[config.mk]
export PLATFORM = sky130hd
export DESIGN_NAME = pipelined_adder_risc
export DESIGN_NICKNAME = d
export VERILOG_FILES = /design/src/rtl/pipelined_adder_risc.sv
export SDC_FILE = /design/constraint.sdc
export NUM_CORES = 1
export LEC_CHECK = 0
export ABC_CLOCK_PERIOD_IN_PS = 3350
export BUFFER_PORTS_ARGS = -buffer_cell sky130_fd_sc_hd__clkbuf_2
export CORE_MARGIN = 2
export CORE_UTILIZATION = 50
export DETAILED_ROUTE_END_ITERATION = 7
export PLACE_DENSITY_LB_ADDON = 0.05
export SLEW_MARGIN = 0
export SYNTH_ARGS = -nofsm -noshare
export SYNTH_HDL_FRONTEND = slang
export SYNTH_SLANG_ARGS = --single-unit
[constraint.sdc]
create_clock -name clk -period 3.35 [get_ports clk]
set_input_delay 0.335 -clock clk [delete_from_list [all_inputs] [get_ports clk]]
set_output_delay 0.335 -clock clk [all_outputs]
set_load 0.005 [all_outputs]
[src/rtl/pipelined_adder_risc.sv]
// Pipelined two's-complement adder/subtractor, STAGES carry segments, valid/ready with backpressure.
// Define ADDER_SAT_EN to build signed saturation driven by in_sat.
module pipelined_adder_risc #(
  parameter int unsigned WIDTH  = 32,
  parameter int unsigned STAGES = 2
) (
  input  logic             clk,
  input  logic             rst_n,
  input  logic             flush,
  input  logic             in_valid,
  output logic             in_ready,
  input  logic [WIDTH-1:0] in_a,
  input  logic [WIDTH-1:0] in_b,
  input  logic             in_sub,
  input  logic             in_sat,
  output logic             out_valid,
  input  logic             out_ready,
  output logic [WIDTH-1:0] out_sum,
  output logic             out_carry,
  output logic             out_ovf,
  output logic             out_zero
);
  localparam int unsigned SEG = WIDTH / STAGES;

  logic [STAGES-1:0][WIDTH-1:0] a_q, a_d, b_q, b_d, s_q, s_d;
  logic [STAGES-1:0][WIDTH-1:0] a_src, b_src, s_src;
  logic [STAGES-1:0]            c_q, c_d, v_q, v_d, c_src, v_src;
  logic [WIDTH-1:0]             sum_q, sum_d, fin_sum;
  logic                         ovf_q, ovf_d, zero_q, zero_d;
  logic [SEG:0]                 seg_res;
  logic                         adv, en, a_msb;

`ifdef ADDER_SAT_EN
  logic [STAGES-1:0] sat_q, sat_d, sat_src;
  logic unused_sat_tail;
  assign unused_sat_tail = sat_q[STAGES-1];
`else
  logic unused_sat;
  assign unused_sat = in_sat;
`endif

  // Last-stage operand/partial copies are superseded by the output registers.
  logic unused_tail;
  assign unused_tail = ^{a_q[STAGES-1], b_q[STAGES-1], s_q[STAGES-1]};

  assign adv      = !v_q[STAGES-1] || out_ready;
  assign en       = adv || flush;
  assign in_ready = adv;

  always_comb begin
    a_src    = '0;
    b_src    = '0;
    s_src    = '0;
    c_src    = '0;
    v_src    = '0;
    a_src[0] = in_a;
    b_src[0] = in_sub ? ~in_b : in_b;
    c_src[0] = in_sub;
    v_src[0] = in_valid;
`ifdef ADDER_SAT_EN
    sat_src    = '0;
    sat_src[0] = in_sat;
`endif
    for (int k = 1; k < STAGES; k++) begin
      a_src[k] = a_q[k-1];
      b_src[k] = b_q[k-1];
      s_src[k] = s_q[k-1];
      c_src[k] = c_q[k-1];
      v_src[k] = v_q[k-1];
`ifdef ADDER_SAT_EN
      sat_src[k] = sat_q[k-1];
`endif
    end
  end

  always_comb begin
    a_d     = '0;
    b_d     = '0;
    s_d     = '0;
    c_d     = '0;
    v_d     = '0;
    seg_res = '0;
    for (int k = 0; k < STAGES; k++) begin
      seg_res = {1'b0, a_src[k][k*SEG +: SEG]} + {1'b0, b_src[k][k*SEG +: SEG]}
              + {{SEG{1'b0}}, c_src[k]};
      a_d[k]                = a_src[k];
      b_d[k]                = b_src[k];
      s_d[k]                = s_src[k];
      s_d[k][k*SEG +: SEG]  = seg_res[SEG-1:0];
      c_d[k]                = seg_res[SEG];
      v_d[k]                = v_src[k] && !flush;
    end
`ifdef ADDER_SAT_EN
    sat_d = sat_src;
`endif
    fin_sum = s_d[STAGES-1];
    a_msb   = a_d[STAGES-1][WIDTH-1];
    ovf_d   = (a_msb == b_d[STAGES-1][WIDTH-1]) && (fin_sum[WIDTH-1] != a_msb);
`ifdef ADDER_SAT_EN
    // Operand sign picks the clamp direction: positive operands clamp to max.
    if (sat_d[STAGES-1] && ovf_d) begin
      fin_sum = {a_msb, {(WIDTH-1){~a_msb}}};
    end
`endif
    sum_d  = fin_sum;
    zero_d = ~|fin_sum;
  end

  always_ff @(posedge clk or negedge rst_n) begin
    if (!rst_n) begin
      a_q    <= '0;
      b_q    <= '0;
      s_q    <= '0;
      c_q    <= '0;
      v_q    <= '0;
      sum_q  <= '0;
      ovf_q  <= 1'b0;
      zero_q <= 1'b0;
`ifdef ADDER_SAT_EN
      sat_q  <= '0;
`endif
    end else if (en) begin
      a_q    <= a_d;
      b_q    <= b_d;
      s_q    <= s_d;
      c_q    <= c_d;
      v_q    <= v_d;
      sum_q  <= sum_d;
      ovf_q  <= ovf_d;
      zero_q <= zero_d;
`ifdef ADDER_SAT_EN
      sat_q  <= sat_d;
`endif
    end
  end

  assign out_valid = v_q[STAGES-1];
  assign out_sum   = sum_q;
  assign out_carry = c_q[STAGES-1];
  assign out_ovf   = ovf_q;
  assign out_zero  = zero_q;

endmodule

==> results_dict.tcl <==
set metrics [dict create \
    cp-end-kind "register" \
    synthSimpleGateAreaFrac 0.196 \
    fp.dieH_um 102 \
    p_leak_uw 0.00280 \
    track_usage 0.215 \
    postSynth.asyncResetShare 1.00 \
    synth_edf_count 0 \
    holdBufCountCts 0 \
    hold_path_class "in2async" \
    yosysWarningCount 0 \
    r2r_setup_slack_ns 0.14 \
    worstMarginPinSlew_ns 0.793 \
    path_class "reg2reg" \
    critical_path_arrival_ns 3.43 \
    place_area_mm2 0.00553 \
    antenna_found_initial 0 \
    fill_cells 840 \
    ys_types 51 \
    ant_nets 0 \
    synth_compound_area_frac 0.133 \
    synthMuxAreaShare 0.0116 \
    finalHoldViolCount 0 \
    grt-ovfl-total 0 \
    viasPerCell 5.13 \
    die_x_um 102 \
    firstDrtPassIters 4 \
    fmax_mhz 312 \
    rsz0062_at_grt "false" \
    routed_wl_um 10800 \
    cts_buffer_depth 2 \
    drive_gt1_frac 0.228 \
    routabilityCongestion 0.845 \
    startpoint_type "register" \
    drcViolationCount 0 \
    slew_viol_final 0 \
    wire_per_inst_um 14.0 \
    syn_inst 535 \
    r2r_start "a_d[48]" \
    post_cts_buffers 0 \
    ys_ff_latch 86 \
    grt_pass1_wl_um 17700 \
    fin_cells 773 \
    grt_pass1_vias 3741 \
    n_antenna_cell 0 \
    die-area_mm2 0.0105 \
    grt_max_degree 61 \
    max_slew_margin 0.471 \
    seq_area_frac_synth 0.444 \
    fin_skew_ns 0.0152 \
    fin_setup_tns_ns 0 \
    avgSynthCellArea_um2 9.06 \
    setup_slack_ns 0.140 \
    area_growth_pct 18.8 \
    fin_nets 743 \
    clockRootBuffer "clkbuf_8" \
    setup_viol 0 \
    cts_buffers 9 \
    maxCapViolations 0 \
    synth-main-ff-cell "dfrtp_1" \
    regArea_mm2 0.00215 \
    vdd_drop_max_uv 262 \
    clk_latency_ns 0.35 \
    power.density_mw_per_mm2 557 \
    cts.clk_slew.worst_paths_ns 0.09 \
    fin_area_mm2 0.00576 \
    multiInputGateArea_mm2 0.00260 \
    timing.final.crit_period_ns 3.21 \
    cts_resized 0 \
    cts_tree "yes" \
    period_share 0.958 \
    required_ns 3.57 \
    cp_max_fo 3 \
    syn_nets 639 \
    post-place-ws_ns 0.291 \
    synth_fa_ha_area_frac 0.0898 \
    holdWs_ns 0.0541 \
    synth_top_family_by_area "simple AND/OR/NAND/NOR gates" \
    htree_levels 3 \
    num_rows 35 \
    syn_area_mm2 0.00485 \
    synth_xor_area_frac 0.103 \
    r2r_cells 10 \
    first_iter_violations 143 \
    placed_cells 757 \
    vias 3969 \
    core_mm2 0.00933 \
    clock-sinks 86 \
    dp_hpwl_um 8100 \
    ios 108 \
    startpoint "a_d[48]" \
    numPortBuffers 106 \
    initial_utilization 0.520 \
    run_status "completed" \
]
per-layer routing:
metal,part of all wire,routed length (um),global-route usage,vias to the layer above
li1,-,-,-,2020
met1,0.51,5560,0.320,1855
met2,0.44,4750,0.337,84
met3,0.038,414,0.0294,10
met4,0.0088,95,0.0492,0
met5,0,0,0,-
state kept, by name (all words and copies together) (netlist names):
register  count
v_q           2
fin_sum      16
c_q           2
b_d          16
out_sum      32
out_ovf       1
out_zero      1
a_d          16
per-stage QoR:
| stage | power (uW) | util |
|---|---|---|
| after global placement | 2370 | 0.593 |
| after CTS | 3230 | 0.618 |
| after detailed placement | 2400 | 0.593 |
| after global routing | 3420 | 0.618 |
| final | 3210 | 0.618 |
| after floorplan | 2010 | - |
cell type report:
cell class              count  area share
multi-input cells         422       0.451
clock inverters             5      0.0141
clock buffers              11      0.0263
well taps                 129      0.0280
flip-flops and latches     86       0.374
repair buffers            115       0.104
inverters                   5     0.00326
Yosys cell counts (all sizes together), types with 2 or more instances:
library cell	instances	area [um2]
and3	2	12.5
dfrtp	86	2150
a21o	10	75.1
nor2	29	109
or3	2	12.5
a211oi	3	22.5
nand2b	2	12.5
a31oi	4	40.0
o21ai	41	209
nand2	154	578
nor4b	2	17.5
or2	2	12.5
fa	3	60.1
nand4	3	18.8
inv	5	18.8
nor3b	3	27.5
o21a	3	22.5
ha	30	375
clkbuf	20	85.1
xor2	29	254
o31ai	2	15.0
nand3	8	40.0
and4	2	18.8
buf	2	7.51
a211o	2	17.5
nor3	6	30.0
xnor2	28	245
mux2	5	56.3
o211ai	2	15.0
nor4	5	31.3
a21oi	28	144
worst paths after layout:
| path | end |
|---|---|
| max in group asynchronous | b_d[60] |
| hold reg to reg | out_sum[12] |
| min in group clk | a_d[58] |
| setup reg to reg | c_q[1] |
| hold / removal | out_sum[21] |
| setup / recovery | c_q[1] |
kinds of logic (layout without fill, tap and decap cells):
group,count (synthesis),after routing
simple gates,224,224
compound gates,103,103
flops,86,86
xor+xnor,57,57
fa+ha+maj,33,33
buf+inv,27,136
mux,5,5
power breakdown:
group / switching [uW] / internal [uW]
clock network: 377 / 461
registers: 158 / 1270
logic: 497 / 445
total: 1030 / 2180
critical path, cell delays in order (launching register included):
cell       delay [ns]
dfrtp_1          0.40
fa_1             0.48
fa_1             0.43
a21oi_1          0.26
o211ai_1         0.20
o21ai_1          0.24
o21ai_1          0.13
a21o_1           0.19
a21o_1           0.19
a2111oi_0        0.48
nor3_1           0.09
cell usage in the layout, fill, tap and decap left out, types with 3 or more instances in the layout:
cell,Yosys,layout
nor4_1,5,5
fa_1,3,3
a21oi_1,27,27
mux2_2,5,5
nand3_1,8,8
o21a_1,3,3
a21o_1,10,10
nand4_1,3,3
nor2_1,29,28
dfrtp_1,86,86
inv_1,5,5
o21ai_1,7,7
o21ai_0,33,33
buf_4,0,10
nor3_1,6,6
a31oi_1,3,3
clkbuf_8,1,11
xor2_1,29,29
clkbuf_2,0,105
ha_1,30,30
a211oi_1,3,3
xnor2_1,28,28
nand2_1,154,154
Note: power is estimated with default switching activity, not from simulation.
